<file path="config.mk">
export PLATFORM = sky130hd
export DESIGN_NAME = csi2tx_sensor_pattern_gen
export DESIGN_NICKNAME = d
export VERILOG_FILES = /design/src/rtl/csi2tx_sensor_pattern_gen_pkg.sv /design/src/rtl/csi2tx_tpg_lfsr.sv /design/src/rtl/csi2tx_sensor_pattern_gen.sv
export SDC_FILE = /design/constraint.sdc
export NUM_CORES = 1
export LEC_CHECK = 0
export ABC_AREA = 1
export CORE_UTILIZATION = 25
export CTS_CLUSTER_SIZE = 20
export DETAILED_ROUTE_END_ITERATION = 12
export HOLD_SLACK_MARGIN = 0.1
export PLACE_DENSITY_LB_ADDON = 0.1
export SLEW_MARGIN = 0
export SYNTH_ARGS = -nofsm -noshare
export SYNTH_HDL_FRONTEND = slang
export SYNTH_HIERARCHICAL = 1
export SYNTH_SLANG_ARGS = --single-unit
</file>
<file path="constraint.sdc">
create_clock -name clk_csi -period 6.2 [get_ports clk_csi]
set_input_delay 1.24 -clock clk_csi [delete_from_list [all_inputs] [get_ports clk_csi]]
set_output_delay 1.24 -clock clk_csi [all_outputs]
set_load 0.05 [all_outputs]
</file>
<file path="src/rtl/csi2tx_sensor_pattern_gen_pkg.sv">
// Shared types and constants for the CSI-2 synthetic sensor source.
// Covers the FSM state encoding, short-packet data types and the PRBS32 step.
package csi2tx_sensor_pattern_gen_pkg;

  typedef enum logic [3:0] {
    ST_IDLE      = 4'd0,
    ST_FS_HDR    = 4'd1,
    ST_LS_HDR    = 4'd2,
    ST_LINE_HDR  = 4'd3,
    ST_PAYLOAD   = 4'd4,
    ST_LE_HDR    = 4'd5,
    ST_LINE_GAP  = 4'd6,
    ST_FE_HDR    = 4'd7,
    ST_FRAME_GAP = 4'd8
  } state_t;

  localparam logic [5:0] DT_FS = 6'h00;
  localparam logic [5:0] DT_FE = 6'h01;
  localparam logic [5:0] DT_LS = 6'h02;
  localparam logic [5:0] DT_LE = 6'h03;

  localparam logic [31:0] PRBS_SEED = 32'hFFFF_FFFF;

  // Fibonacci form of x^32 + x^22 + x^2 + x + 1, shifting towards the MSB.
  function automatic logic [31:0] lfsr_step(input logic [31:0] s);
    return {s[30:0], s[31] ^ s[21] ^ s[1] ^ s[0]};
  endfunction

endpackage

</file>
<file path="src/rtl/csi2tx_tpg_lfsr.sv">
// 32-bit PRBS generator for the pattern source; exposes its next value so the
// payload register can be loaded in the same cycle the LFSR is reseeded or stepped.
module csi2tx_tpg_lfsr
  import csi2tx_sensor_pattern_gen_pkg::*;
(
  input  logic        clk_csi,
  input  logic        clk_csi_rst_n,
  input  logic        seed_load,
  input  logic        advance,
  output logic [31:0] value_next
);

  logic [31:0] value_reg;

  always_comb begin
    value_next = value_reg;
    if (seed_load) begin
      value_next = PRBS_SEED;
    end else if (advance) begin
      value_next = lfsr_step(value_reg);
    end
  end

  always_ff @(posedge clk_csi or negedge clk_csi_rst_n) begin
    if (!clk_csi_rst_n) begin
      value_reg <= PRBS_SEED;
    end else begin
      value_reg <= value_next;
    end
  end

endmodule

</file>
<file path="src/rtl/csi2tx_sensor_pattern_gen.sv">
// Synthetic camera sensor: emits complete CSI-2 frames (FS/LS/LE/FE short packets,
// line headers and 32-bit payload) under valid/accept handshakes. All outputs registered.
module csi2tx_sensor_pattern_gen
  import csi2tx_sensor_pattern_gen_pkg::*;
#(
  parameter int WC_W       = 16,
  parameter int LINE_CNT_W = 16,
  parameter int GAP_W      = 12
) (
  input  logic                  clk_csi,
  input  logic                  clk_csi_rst_n,
  input  logic                  cfg_enable,
  input  logic [1:0]            cfg_vc,
  input  logic [5:0]            cfg_dt,
  input  logic [WC_W-1:0]       cfg_line_bytes,
  input  logic [LINE_CNT_W-1:0] cfg_num_lines,
  input  logic                  cfg_ls_le_en,
  input  logic [1:0]            cfg_pattern,
  input  logic [31:0]           cfg_fill,
  input  logic [GAP_W-1:0]      cfg_line_gap,
  input  logic [GAP_W-1:0]      cfg_frame_gap,
  input  logic                  packet_header_accept,
  input  logic                  pixel_data_accept,
  output logic                  frame_start,
  output logic                  frame_end,
  output logic                  line_start,
  output logic                  line_end,
  output logic                  packet_header_valid,
  output logic [1:0]            virtual_channel,
  output logic [5:0]            data_type,
  output logic [WC_W-1:0]       word_count,
  output logic                  pixel_data_valid,
  output logic [31:0]           pixel_data,
  output logic                  busy,
  output logic [15:0]           frame_count
);

  typedef struct packed {
    logic [1:0]            vc;
    logic [5:0]            dt;
    logic [WC_W-1:0]       line_bytes;
    logic [LINE_CNT_W-1:0] num_lines;
    logic                  ls_le_en;
    logic [1:0]            pattern;
    logic [31:0]           fill;
    logic [GAP_W-1:0]      line_gap;
    logic [GAP_W-1:0]      frame_gap;
  } shadow_t;

  state_t                state_reg, state_next;
  shadow_t               sh_reg, sh_next;
  logic [LINE_CNT_W-1:0] line_reg, line_next;
  logic [WC_W-1:0]       beat_reg, beat_next;
  logic [GAP_W-1:0]      gap_reg, gap_next;
  logic [WC_W-1:0]       last_beat;
  logic                  last_line;
  logic                  load_cfg, lfsr_advance, fc_inc;
  logic                  payload_done, line_done, next_line, frame_done, next_frame;
  logic [31:0]           prbs_next;
  logic [31:0]           byte_base, bytes_left, beat_data_next;

  logic                  hv_next, fs_next, fe_next, ls_next, le_next, pv_next, busy_next;
  logic [1:0]            vc_next;
  logic [5:0]            dt_next;
  logic [WC_W-1:0]       wc_next;
  logic [31:0]           pd_next;

  csi2tx_tpg_lfsr u_lfsr (
    .clk_csi       (clk_csi),
    .clk_csi_rst_n (clk_csi_rst_n),
    .seed_load     (load_cfg),
    .advance       (lfsr_advance),
    .value_next    (prbs_next)
  );

  assign last_beat = (sh_reg.line_bytes - WC_W'(1)) >> 2;
  assign last_line = (line_reg == sh_reg.num_lines - LINE_CNT_W'(1));

  always_ff @(posedge clk_csi or negedge clk_csi_rst_n) begin
    if (!clk_csi_rst_n) begin
      state_reg <= ST_IDLE;
      sh_reg    <= '0;
      line_reg  <= '0;
      beat_reg  <= '0;
      gap_reg   <= '0;
    end else begin
      state_reg <= state_next;
      sh_reg    <= sh_next;
      line_reg  <= line_next;
      beat_reg  <= beat_next;
      gap_reg   <= gap_next;
    end
  end

  // Next-state: the done/next flags chain so every way of finishing a line or frame
  // shares one exit path, including the zero-gap and zero-length shortcuts.
  always_comb begin
    state_next   = state_reg;
    line_next    = line_reg;
    beat_next    = beat_reg;
    gap_next     = gap_reg;
    load_cfg     = 1'b0;
    lfsr_advance = 1'b0;
    fc_inc       = 1'b0;
    payload_done = 1'b0;
    line_done    = 1'b0;
    next_line    = 1'b0;
    frame_done   = 1'b0;
    next_frame   = 1'b0;
    case (state_reg)
      ST_IDLE: begin
        if (cfg_enable) begin
          state_next = ST_FS_HDR;
          load_cfg   = 1'b1;
        end
      end
      ST_FS_HDR: begin
        if (packet_header_accept) begin
          line_next = '0;
          if (sh_reg.num_lines == '0) begin
            state_next = ST_FE_HDR;
          end else begin
            state_next = sh_reg.ls_le_en ? ST_LS_HDR : ST_LINE_HDR;
          end
        end
      end
      ST_LS_HDR: begin
        if (packet_header_accept) begin
          state_next = ST_LINE_HDR;
        end
      end
      ST_LINE_HDR: begin
        if (packet_header_accept) begin
          beat_next = '0;
          if (sh_reg.line_bytes == '0) begin
            payload_done = 1'b1;
          end else begin
            state_next = ST_PAYLOAD;
          end
        end
      end
      ST_PAYLOAD: begin
        if (pixel_data_accept) begin
          lfsr_advance = 1'b1;
          if (beat_reg == last_beat) begin
            payload_done = 1'b1;
          end else begin
            beat_next = beat_reg + 1'b1;
          end
        end
      end
      ST_LE_HDR: begin
        if (packet_header_accept) begin
          line_done = 1'b1;
        end
      end
      ST_LINE_GAP: begin
        if (gap_reg <= GAP_W'(1)) begin
          next_line = 1'b1;
        end else begin
          gap_next = gap_reg - 1'b1;
        end
      end
      ST_FE_HDR: begin
        if (packet_header_accept) begin
          fc_inc     = 1'b1;
          frame_done = 1'b1;
        end
      end
      ST_FRAME_GAP: begin
        if (gap_reg <= GAP_W'(1)) begin
          next_frame = 1'b1;
        end else begin
          gap_next = gap_reg - 1'b1;
        end
      end
      default: state_next = ST_IDLE;
    endcase

    if (payload_done) begin
      if (sh_reg.ls_le_en) begin
        state_next = ST_LE_HDR;
      end else begin
        line_done = 1'b1;
      end
    end
    if (line_done) begin
      if (sh_reg.line_gap != '0) begin
        state_next = ST_LINE_GAP;
        gap_next   = sh_reg.line_gap;
      end else begin
        next_line = 1'b1;
      end
    end
    if (next_line) begin
      if (last_line) begin
        state_next = ST_FE_HDR;
      end else begin
        line_next  = line_reg + 1'b1;
        state_next = sh_reg.ls_le_en ? ST_LS_HDR : ST_LINE_HDR;
      end
    end
    if (frame_done) begin
      if (sh_reg.frame_gap != '0) begin
        state_next = ST_FRAME_GAP;
        gap_next   = sh_reg.frame_gap;
      end else begin
        next_frame = 1'b1;
      end
    end
    if (next_frame) begin
      if (cfg_enable) begin
        state_next = ST_FS_HDR;
        load_cfg   = 1'b1;
      end else begin
        state_next = ST_IDLE;
      end
    end
  end

  always_comb begin
    sh_next = sh_reg;
    if (load_cfg) begin
      sh_next.vc         = cfg_vc;
      sh_next.dt         = cfg_dt;
      sh_next.line_bytes = cfg_line_bytes;
      sh_next.num_lines  = cfg_num_lines;
      sh_next.ls_le_en   = cfg_ls_le_en;
      sh_next.pattern    = cfg_pattern;
      sh_next.fill       = cfg_fill;
      sh_next.line_gap   = cfg_line_gap;
      sh_next.frame_gap  = cfg_frame_gap;
    end
  end

  // Payload byte lanes; lanes past the end of the line are forced to zero.
  assign byte_base  = 32'(beat_next) << 2;
  assign bytes_left = 32'(sh_next.line_bytes) - byte_base;

  genvar gi;
  generate
    for (gi = 0; gi < 4; gi++) begin : g_lane
      logic [7:0] lane_byte;
      always_comb begin
        case (sh_next.pattern)
          2'b00:   lane_byte = byte_base[7:0] + 8'(gi);
          2'b01:   lane_byte = sh_next.fill[8*gi +: 8];
          2'b10:   lane_byte = line_next[7:0];
          default: lane_byte = prbs_next[8*gi +: 8];
        endcase
      end
      assign beat_data_next[8*gi +: 8] = (bytes_left > 32'(gi)) ? lane_byte : 8'h00;
    end
  endgenerate

  // Outputs are decoded from the upcoming state so the registers line up with state_reg.
  always_comb begin
    hv_next   = 1'b0;
    fs_next   = 1'b0;
    fe_next   = 1'b0;
    ls_next   = 1'b0;
    le_next   = 1'b0;
    vc_next   = 2'b00;
    dt_next   = 6'h00;
    wc_next   = '0;
    pv_next   = 1'b0;
    pd_next   = 32'h0;
    busy_next = (state_next != ST_IDLE);
    case (state_next)
      ST_FS_HDR: begin
        hv_next = 1'b1;
        fs_next = 1'b1;
        vc_next = sh_next.vc;
        dt_next = DT_FS;
      end
      ST_LS_HDR: begin
        hv_next = 1'b1;
        ls_next = 1'b1;
        vc_next = sh_next.vc;
        dt_next = DT_LS;
      end
      ST_LINE_HDR: begin
        hv_next = 1'b1;
        vc_next = sh_next.vc;
        dt_next = sh_next.dt;
        wc_next = sh_next.line_bytes;
      end
      ST_PAYLOAD: begin
        pv_next = 1'b1;
        pd_next = beat_data_next;
      end
      ST_LE_HDR: begin
        hv_next = 1'b1;
        le_next = 1'b1;
        vc_next = sh_next.vc;
        dt_next = DT_LE;
      end
      ST_FE_HDR: begin
        hv_next = 1'b1;
        fe_next = 1'b1;
        vc_next = sh_next.vc;
        dt_next = DT_FE;
      end
      default: ;
    endcase
  end

  always_ff @(posedge clk_csi or negedge clk_csi_rst_n) begin
    if (!clk_csi_rst_n) begin
      packet_header_valid <= 1'b0;
      frame_start         <= 1'b0;
      frame_end           <= 1'b0;
      line_start          <= 1'b0;
      line_end            <= 1'b0;
      virtual_channel     <= 2'b00;
      data_type           <= 6'h00;
      word_count          <= '0;
      pixel_data_valid    <= 1'b0;
      pixel_data          <= 32'h0;
      busy                <= 1'b0;
      frame_count         <= 16'h0;
    end else begin
      packet_header_valid <= hv_next;
      frame_start         <= fs_next;
      frame_end           <= fe_next;
      line_start          <= ls_next;
      line_end            <= le_next;
      virtual_channel     <= vc_next;
      data_type           <= dt_next;
      word_count          <= wc_next;
      pixel_data_valid    <= pv_next;
      pixel_data          <= pd_next;
      busy                <= busy_next;
      if (fc_inc) begin
        frame_count <= frame_count + 1'b1;
      end
    end
  end

endmodule
</file>
# --- Word-level counts from Yosys, hierarchy flattened ---
# Cells that the tools add are included.
totals:
  reg_bits: 258
  input_bits: 104
  out_inout_bits: 79
  word_cells: 148
classes:
  add_sub_neg: 10
  magnitude_cmp: 5
  eq_ne: 18
  mux: 76
  bitwise_logic: 3
  n_reduce_logical: 10
op_table:
  columns: ["operator", "n"]
  rows:
  - ["2-to-1 mux 16 bit", 8]
  - ["2-to-1 mux 99 bit", 1]
  - ["2-to-1 mux 32 bit", 3]
  - ["one-hot mux 8 bit (3 select lines)", 4]
  - ["2-to-1 mux 12 bit", 6]
  - ["greater-than comparator 32 x 1 -> 1 bit (second input constant)", 2]
  - ["greater-than comparator 32 x 2 -> 1 bit (second input constant)", 2]
  - ["2-to-1 mux 4 bit", 13]
  - ["adder 16 x 1 -> 16 bit (second input constant)", 3]
  - ["zero test 16 bit", 2]
  - ["2-to-1 mux 8 bit", 4]
  - ["one-hot mux 16 bit (2 select lines)", 1]
  - ["subtractor 16 x 1 -> 16 bit (second input constant)", 2]
  - ["2-to-1 mux 1 bit", 30]
  - ["equality test 4 x 3 -> 1 bit (second input constant)", 7]
  - ["one-hot mux 6 bit (4 select lines)", 1]
  - ["nonzero test 12 bit", 2]
  - ["one-hot mux 4 bit (5 select lines)", 1]
  - ["subtractor 16 x 18 -> 19 bit", 1]
  - ["adder 8 x 2 -> 8 bit (second input constant)", 2]
  - ["equality test 16 x 14 -> 1 bit", 1]
  - ["equality test 16 bit", 1]
  - ["equality test 4 x 2 -> 1 bit (second input constant)", 4]
  - ["<= comparator 12 x 1 -> 1 bit (second input constant)", 1]
  - ["other kinds (15)", 20]

# --- Longest topological paths before layout ---
# Gate-level depths: netlist of the first run.
depth:
  ltp_word: 15
  depth_mapped: 34

# --- Modules after synthesis ---
# Netlist of the first run, hierarchy kept.
by_module_without_submodules:
  columns: ["module", "n_inst", "cells_per_inst", "area_per_inst_um2", "seq_area_each_um2"]
  rows:
  - ["csi2tx_sensor_pattern_gen", 1, 1617, 12891.1, 5655.4]
  - ["csi2tx_tpg_lfsr", 1, 145, 1436.4, 840.8]

# --- Worst setup path after synthesis of the first run ---
# No wires, ideal clock.
synth_path:
  kind: "input -> register"
  startpoint: "input packet_header_accept"
  endpoint: "register pixel_data[24]"
  t_arrival_ps: 5095
  required_time_ps: 6076
  slack_ps: 980
  cell_stages: 28
  path_cell_list: "inv_2 > nor3_4 > inv_2 > o22ai_2 > nand2_2 > nand2_4 > buf_1 > clkbuf_1 > buf_1 > nand2_1 > o21ai_0 > inv_1 > ha_1 > a21oi_1 > o21ai_0 > a21o_1 > nand2_1 > nand2_2 > nand2_2 > nand2_2 > nand3_1 > nand2_1 > nand2_1 > nand3_2 > nor2_8 > nand3_4 > nand2_2 > nor2_1"
synth_rtl:
  columns: ["item", "line_no", "source"]
  rows:
  - ["start, declared", "csi2tx_sensor_pattern_gen.sv:22", "input logic packet_header_accept,"]
  - ["end signal, assigned", "csi2tx_sensor_pattern_gen.sv:332", "pixel_data <= pd_next;"]
  - ["end, declared", "csi2tx_sensor_pattern_gen.sv:33", "output logic [31:0] pixel_data,"]

# --- Final worst setup path of the first run ---
layout_path:
  startpoint: "input packet_header_accept"
  endpoint: "register pixel_data[17]"
layout_via:
  elab_chain_len: 12
layout_lines:
  columns: ["item", "line_no", "source"]
  rows:
  - ["branches (longest 11 deep; another with greater-than comparator 32 x 2 -> 1 bit)", null, null]
  - ["2-to-1 mux 32 bit (*)", "csi2tx_sensor_pattern_gen.sv:269", "case (state_next)"]
  - ["named net pd_next[17]", "csi2tx_sensor_pattern_gen.sv:66", "logic [31:0] pd_next;"]
# Mark *: on every way through the listed nets, which the timed path passes.
# A chain may end at the register's enable or synchronous reset.

==> metrics.md, run 1 <==
| Metric | Value |
|---|---|
| Status | `completed` |
| Hpwl dp | `35.9 mm` |
| # IOs | `183` |
| Largest family of logic cells by synthesized area | `simple AND/OR/NAND/NOR gates` |
| Worst reg-to-reg path cell count | `32` |
| TritonRoute pass-1 iters | `5` |
| Clock Latency Late Sink | `0.57 ns` |
| Async S/R FF share, synth | `100%` |
| Area of the mapped netlist | `0.0143 sq mm` |
| Largest net degree at the start of global routing | `121` |
| Reg area | `0.00650 sq mm` |
| Cells after Synth | `1762` |
| Finish-stage setup viols | `0` |
| Hold buffers post-CTS | `0` |
| Synth unique cells | `62` |
| Compound-Gate Fraction of Synth Area | `8.47%` |
| Top_reg_cell synth | `dfrtp_1` |
| GPL Wtd Cong | `0.832` |
| Final Hold Viols | `0` |
| Reg2reg setup slack | `1.46 ns` |
| LEAKAGE | `8.43 nW` |
| Max reg flops | `99` |
| Worst endpoint required time | `6.65 ns` |
| Reg-to-reg endpoint | `pixel_data[17]` |
| Setup bufs post-CTS | `0` |
| Synth top area share | `39.5%` |
| DP Cell Count | `2670` |
| WL final | `47.5 mm` |
| Xor-xnor portion of the synthesized cell area | `4.09%` |
| Die Y | `241 um` |
| Clock Tree Buf Depth | `3` |
| CTS Root Cell | `clkbuf_16` |
| CP startpoint kind | `input port` |
| Critical-path top delay cell | `clkdlybuf4s50_1` |
| Number of global-route vias before repair | `12700` |
| Initial antenna violation count | `2` |
| Grt ovf | `0` |
| Drt wl/cell | `17.4 um` |
| # DRC | `0` |
| FP Rows | `87` |
| Post-synthesis simple-gate area fraction | `27.9%` |
| Pins Over Slew Limit | `0` |
| Die ar. | `0.0583 sq mm` |
| RSZ-0062 raised after global routing | `false` |
| Max VDD drop | `0.000274 V` |
| Worst r2r src | `sh_reg[75]` |
| Post-synth EDFFs | `0` |
| Power density over the cells | `566 mW/mm^2` |
| Synth Area per Inst | `8.13 sq um` |
| # resized after CTS | `0` |
| CTS H-tree depth | `2` |
| CTS tree | `built` |
| Final period util | `83.1%` |
| Non-Filler Instances | `2735` |
| Worst hold start | `frame_count[15]` |
| Worst EP arrival | `5.61 ns` |
| Multiplexer area fraction after synthesis | `3.06%` |
| Post-synthesis sequential area ratio | `45.3%` |
| Global-route wire length before repair | `74.1 mm` |
| Initial Utilization | `25.4%` |
| IO Port Bufs | `182` |
| Post-route minimum period | `5.15 ns` |
| DR vias/cell | `4.50` |
| Synthesis-to-finish area growth | `26.6%` |
| Warnings, synthesis | `6` |
| Vias | `12300` |
| Crit-path max cell delay | `0.58 ns` |
| DR iter-0 viols | `715` |
| Register bit count reported by yosys | `258` |
| Final TNS setup | `0 ns` |
| Critical Path End Type | `flip-flop` |
| Syn_nets | `1886` |
| Hold EP | `frame_count[15]` |
| Clock-pin slew on the worst setup and hold paths | `0.05 ns` |
| Worst-path maximum fanout | `26` |
| Final #Nets | `2075` |
| Worst clock skew | `0.0304 ns` |
| WS Path Type | `in -> reg` |
| Worst slew pin tran | `0.830 ns` |
| Global-route usage over all layers | `16.7%` |
| Final ANT Viol Nets | `0` |
| Multi-input gate area | `0.00651 sq mm` |
| Die Width | `241 um` |
| Area contributors post-synth | `dfrtp_1, nand2_1, inv_1, dfstp_2, o21ai_0` |
| Share of cells above drive strength 1 | `12.4%` |
| Clk sinks | `258` |
| Placeable Area | `0.0565 sq mm` |
| Inserted Clock Buffers | `35` |
| Hold Path Depth | `1` |
| Fill cells | `6039` |
| Fmax | `0.194 GHz` |
| Number of max-cap violations | `0` |
| Relative slew slack | `44.6%` |
| Adder-cell area share of the yosys netlist | `1.80%` |
| Cell taking the most area after synthesis | `dfrtp_1` |
| HP Class | `reg -> reg` |
| Cells along the critical path | `clkdlybuf4s50_1, inv_2, nor3_4, inv_2, o22ai_2, nand2_2, nand2_8, o21ai_0, ha_1, fa_1, o21ai_0, nand3_1, nand2_1, a21o_1, nand4_1, nor2_2, nand4_4, nand2_1, inv_1` |
[final cells by class]
type | instances | area share [%]
Multi-Input combinational cell | 1177 | 35.9
Tap cell | 756 | 5.22
Timing Repair Buffer | 196 | 10.7
Inverter | 283 | 5.94
Clock inverter | 12 | 0.966
Antenna cell | 2 | 0.0276
Sequential cell | 258 | 35.8
Clock buffer | 51 | 5.44
[power by group]
part / internal (mW) / total (mW) / leakage, nW / switching (mW)
combinational: 1.70 / 5.26 / 4.67 / 3.56
sequential: 2.44 / 2.95 / 3.20 / 0.508
clock: 1.24 / 2.06 / 0.566 / 0.818
[synthesized netlist by cell type, types with 2 or more instances]
| master | number |
|---|---|
| nand2_1 | 392 |
| inv_1 | 255 |
| dfrtp_1 | 226 |
| nor2_1 | 156 |
| o21ai_0 | 135 |
| nand3_1 | 113 |
| xor2_1 | 43 |
| nand4_1 | 40 |
| a21oi_1 | 36 |
| dfstp_2 | 32 |
| mux2_2 | 30 |
| nand3_2 | 28 |
| inv_2 | 24 |
| nor3_1 | 24 |
| xnor2_1 | 22 |
| ha_1 | 19 |
| clkbuf_1 | 18 |
| nor4_1 | 15 |
| nand2_2 | 14 |
| mux2i_1 | 10 |
| nand2_4 | 9 |
| o22ai_1 | 9 |
| buf_2 | 8 |
| buf_6 | 8 |
| nand3b_1 | 8 |
| or2_2 | 7 |
| buf_1 | 6 |
| o21ai_1 | 6 |
| o31ai_1 | 6 |
| nand3_4 | 5 |
| nor2_2 | 5 |
| o211ai_1 | 5 |
| nor2_4 | 4 |
| a21o_1 | 3 |
| a31oi_1 | 3 |
| and2_1 | 3 |
| buf_4 | 3 |
| nor2_8 | 3 |
| nor3b_1 | 3 |
| a211oi_1 | 2 |
| inv_6 | 2 |
| o211ai_2 | 2 |
[placed cells by master, fill, tap and decap left out, types with 30 or more instances in the layout]
| master | n |
|---|---|
| nand2_1 | 392 |
| inv_1 | 255 |
| dfrtp_1 | 226 |
| clkdlybuf4s50_1 | 181 |
| nor2_1 | 155 |
| o21ai_0 | 135 |
| nand3_1 | 113 |
| xor2_1 | 43 |
| nand4_1 | 40 |
| a21oi_1 | 36 |
| clkbuf_16 | 35 |
| dfstp_2 | 32 |
| mux2_2 | 30 |
[critical path, delay by kind of cell]
family                   cells  cell delay, ns
buffers and inverters        4            0.87
AO/OA/AOI/OAI                4            0.96
adder cells (fa/ha/maj)      2            0.69
AND/OR/NAND/NOR              9            1.82
[worst max path at each step]
stage	start	to	depth (start not counted)
2_1_floorplan	packet_header_accept	pixel_data[24]	28
3_3_place_gp	packet_header_accept	pixel_data[19]	19
3_5_place_dp	packet_header_accept	pixel_data[17]	19
4_1_cts	packet_header_accept	pixel_data[17]	19
5_1_grt	packet_header_accept	pixel_data[21]	22
6_report	packet_header_accept	pixel_data[17]	19
[metal layers]
layer | GRT usage [%] | routed length [um]
met2 | 26.1 | 21000
met5 | 0 | 0
met1 | 23.4 | 22900
met4 | 4.16 | 906
met3 | 3.41 | 2690
[through the flow]
step                hold WS, ns  power, mW  setup WS (ns)  instance area [sq um]  util [%]
finish                    0.465       10.3           1.05                  18100      32.1
global route              0.505       11.1          0.618                  18100      32.1
CTS                       0.475       10.4           1.04                  18100      32.1
detailed placement        0.465       8.26          0.442                  17000      30.0
global placement          0.461       8.27          0.585                  17000      30.0
floorplan                 0.439       6.55          0.980                  14300         -
[cell families after synthesis]
group / count (synthesis)
multiplexers: 40
XOR/XNOR: 66
AND/OR/NAND/NOR: 834
buffers and inverters: 327
flip-flops: 258
AO/OA/AOI/OAI: 217
adder cells (fa/ha/maj): 20
Note: power is estimated with default switching activity, not from simulation.
==> run 2, diff against run 1 <==
- clock period: 6.2 -> 5.2 ns (I/O delays scaled with it)
==> metrics.md, run 2 (synthesis gave the netlist of run 1 again) <==
| Metric | Value |
|---|---|
| Status | `completed (unchanged)` |
| Initial Utilization | `25.4% (unchanged)` |
| CTS tree | `built (unchanged)` |
| GPL Wtd Cong | `0.827 (was 0.832)` |
| CP startpoint kind | `flip-flop (was input port)` |
| LEAKAGE | `8.48 nW (was 8.43 nW)` |
| Multi-input gate area | `0.00651 sq mm (about the same)` |
| Share of cells above drive strength 1 | `13.0% (was 12.4%)` |
| Critical-path top delay cell | `dfrtp_1 (was clkdlybuf4s50_1)` |
| Clk sinks | `258 (unchanged)` |
| Placeable Area | `0.0565 sq mm (unchanged)` |
| CTS H-tree depth | `2 (unchanged)` |
| Max reg flops | `99 (unchanged)` |
| DP Cell Count | `2683 (was 2670)` |
| Worst-path maximum fanout | `8 (was 26)` |
| FP Rows | `87 (unchanged)` |
| Final period util | `87.8%` |
| Clock Latency Late Sink | `0.55 ns (was 0.57 ns)` |
| Fmax | `0.219 GHz` |
| Finish-stage setup viols | `0 (unchanged)` |
| DR vias/cell | `4.42 (was 4.50)` |
| Vias | `12100 (was 12300)` |
| Final ANT Viol Nets | `0 (unchanged)` |
| Pins Over Slew Limit | `0 (unchanged)` |
| HP Class | `reg -> reg (unchanged)` |
| Die ar. | `0.0583 sq mm (unchanged)` |
| Grt ovf | `0 (unchanged)` |
| Global-route wire length before repair | `72.4 mm (was 74.1 mm)` |
| # DRC | `0 (unchanged)` |
| Largest net degree at the start of global routing | `114 (was 121)` |
| Sequential Power Share | `28.6% (was 28.7%)` |
| Worst clock skew | `0.0276 ns (was 0.0304 ns)` |
| Non-Filler Instances | `2743 (was 2735)` |
| DR iter-0 viols | `657 (was 715)` |
| Clock-pin slew on the worst setup and hold paths | `0.06 ns (was 0.05 ns)` |
| Internal power | `6.45 mW (was 5.38 mW)` |
| CTS Root Cell | `clkbuf_16 (unchanged)` |
| Clock power share | `19.6% (was 20.0%)` |
| Global-route usage over all layers | `16.3% (was 16.7%)` |
| Final core area utilization | `32.2% (was 32.1%)` |
| Fill cells | `6000 (was 6039)` |
| Initial antenna violation count | `0 (was 2)` |
| Final TNS setup | `0 ns (unchanged)` |
| Final #Nets | `2088 (was 2075)` |
| Max VDD drop | `0.000286 V (was 0.000274 V)` |
| TritonRoute pass-1 iters | `5 (unchanged)` |
| Most frequent cells in the layout | `nand2_1, inv_1, dfrtp_1, clkdlybuf4s50_1, nor2_1 (unchanged)` |
| Inserted Clock Buffers | `34 (was 35)` |
| Worst slew pin tran | `0.971 ns (was 0.830 ns)` |
| Die Y | `241 um (unchanged)` |
| Hold buffers post-CTS | `0 (unchanged)` |
| Clock Tree Buf Depth | `3 (unchanged)` |
| Reg area | `0.00650 sq mm (unchanged)` |
| WL final | `46.5 mm (was 47.5 mm)` |
| # IOs | `183 (unchanged)` |
| Worst EP arrival | `5.01 ns (was 5.61 ns)` |
| Final Hold Viols | `0 (unchanged)` |
| RSZ-0062 raised after global routing | `false (unchanged)` |
| Relative slew slack | `35.2% (was 44.6%)` |
| WS Path Type | `reg -> reg (was in -> reg)` |
| Number of max-cap violations | `0 (unchanged)` |
| Number of global-route vias before repair | `12400 (was 12700)` |
| Power density over the cells | `669 mW/mm^2 (was 566 mW/mm^2)` |
| Sw power | `5.74 mW (was 4.88 mW)` |
| Drt wl/cell | `16.9 um (was 17.4 um)` |
| Net Sw Frac | `47.1% (was 47.6%)` |
| IO Port Bufs | `182 (unchanged)` |
| Comb power frac | `51.8% (was 51.3%)` |
| Crit-path max cell delay | `0.44 ns (was 0.58 ns)` |
| Critical Path End Type | `flip-flop (unchanged)` |
| Hpwl dp | `35.2 mm (was 35.9 mm)` |
| Worst endpoint required time | `5.64 ns (was 6.65 ns)` |
| Reg2reg setup slack | `0.63 ns (was 1.46 ns)` |
| Die Width | `241 um (unchanged)` |
| Commonest non-fill, non-tap cell in the layout | `nand2_1 (unchanged)` |
| Synthesis-to-finish area growth | `27.1% (was 26.6%)` |
| Post-route minimum period | `4.57 ns` |
## run 2: cell types whose count changed in the layout (fill, tap and decap cells not counted)
cell and change:
diode_2 -1, clkbuf_8 -1, clkinv_2 -2, inv_16 -1, buf_4 +13, nor2_1 -2
clkinv_4 +1, buf_12 +1, clkbuf_1 -2, nor2_2 +2
## run 2: area by class of cell
| type | instances | share of cell area, % |
|---|---|---|
| well taps | 756 | 5.19 |
| multi-input cells | 1177 | 35.8 |
| flip-flops and latches | 258 | 35.7 |
| repair buffers | 210 | 11.3 |
| diodes | 1 | 0.0137 |
| inverters | 283 | 5.91 |
| clock inverters | 10 | 0.845 |
| clock buffers | 48 | 5.30 |
## run 2: stage by stage
stage	setup WS, ns	instance area [sq um]	total power, mW	hold slack [ns]
floorplan	0.180	14300	7.81	0.439
global placement	0.0470	17100	9.87	0.458
detailed placement	0.000893	17100	9.86	0.464
CTS	0.458	18200	12.4	0.476
global route	0.0177	18200	13.2	0.496
finish	0.633	18200	12.2	0.465
## run 2: power groups by stage
stage               clock network [mW]  registers, mW  logic (mW)
floorplan                            0           4.07        3.74
global placement                     0           3.54        6.33
detailed placement                   0           3.51        6.34
CTS                               2.48           3.50        6.38
global route                      2.55           3.60        7.05
finish                            2.39           3.49        6.31
## run 2: path summary, 6_finish.rpt
check | start | endpoint | cells after the start
setup / recovery | sh_reg[75] | pixel_data[17] | 31
hold / removal | frame_count[15] | frame_count[15] | 1
setup reg to reg | sh_reg[75] | pixel_data[17] | 31
hold reg to reg | frame_count[15] | frame_count[15] | 1
max in group asynchronous | clk_csi_rst_n | u_lfsr/value_reg[27] | 2
min in group asynchronous | clk_csi_rst_n | sh_reg[17] | 1
## run 2: repair_timing
item,in CTS,in global routing
endpoints found under the setup margin,0,23
gates resized for setup,0,3
hold endpoints to repair,0,0
setup buffers,0,1
## run 2: metal layers
metal | track usage [%] | vias to the layer above | part of all wire (%)
li1 | - | 6054 | -
met1 | 23.5 | 5779 | 49
met2 | 25.0 | 242 | 44
met3 | 2.75 | 58 | 4.8
met4 | 4.32 | 0 | 2.2
met5 | 0 | - | 0
## run 2: critical path, delay by kind of cell, from the launching register on
kind                       cells  cell delay (ns)
and+or+nand+nor               20             2.46
adders and majority gates      1             0.38
AOI/OAI and AO/OA              3             0.45
xor gates and xnor gates       1             0.14
buffers and inverters          6             0.58
DFF                            1             0.44
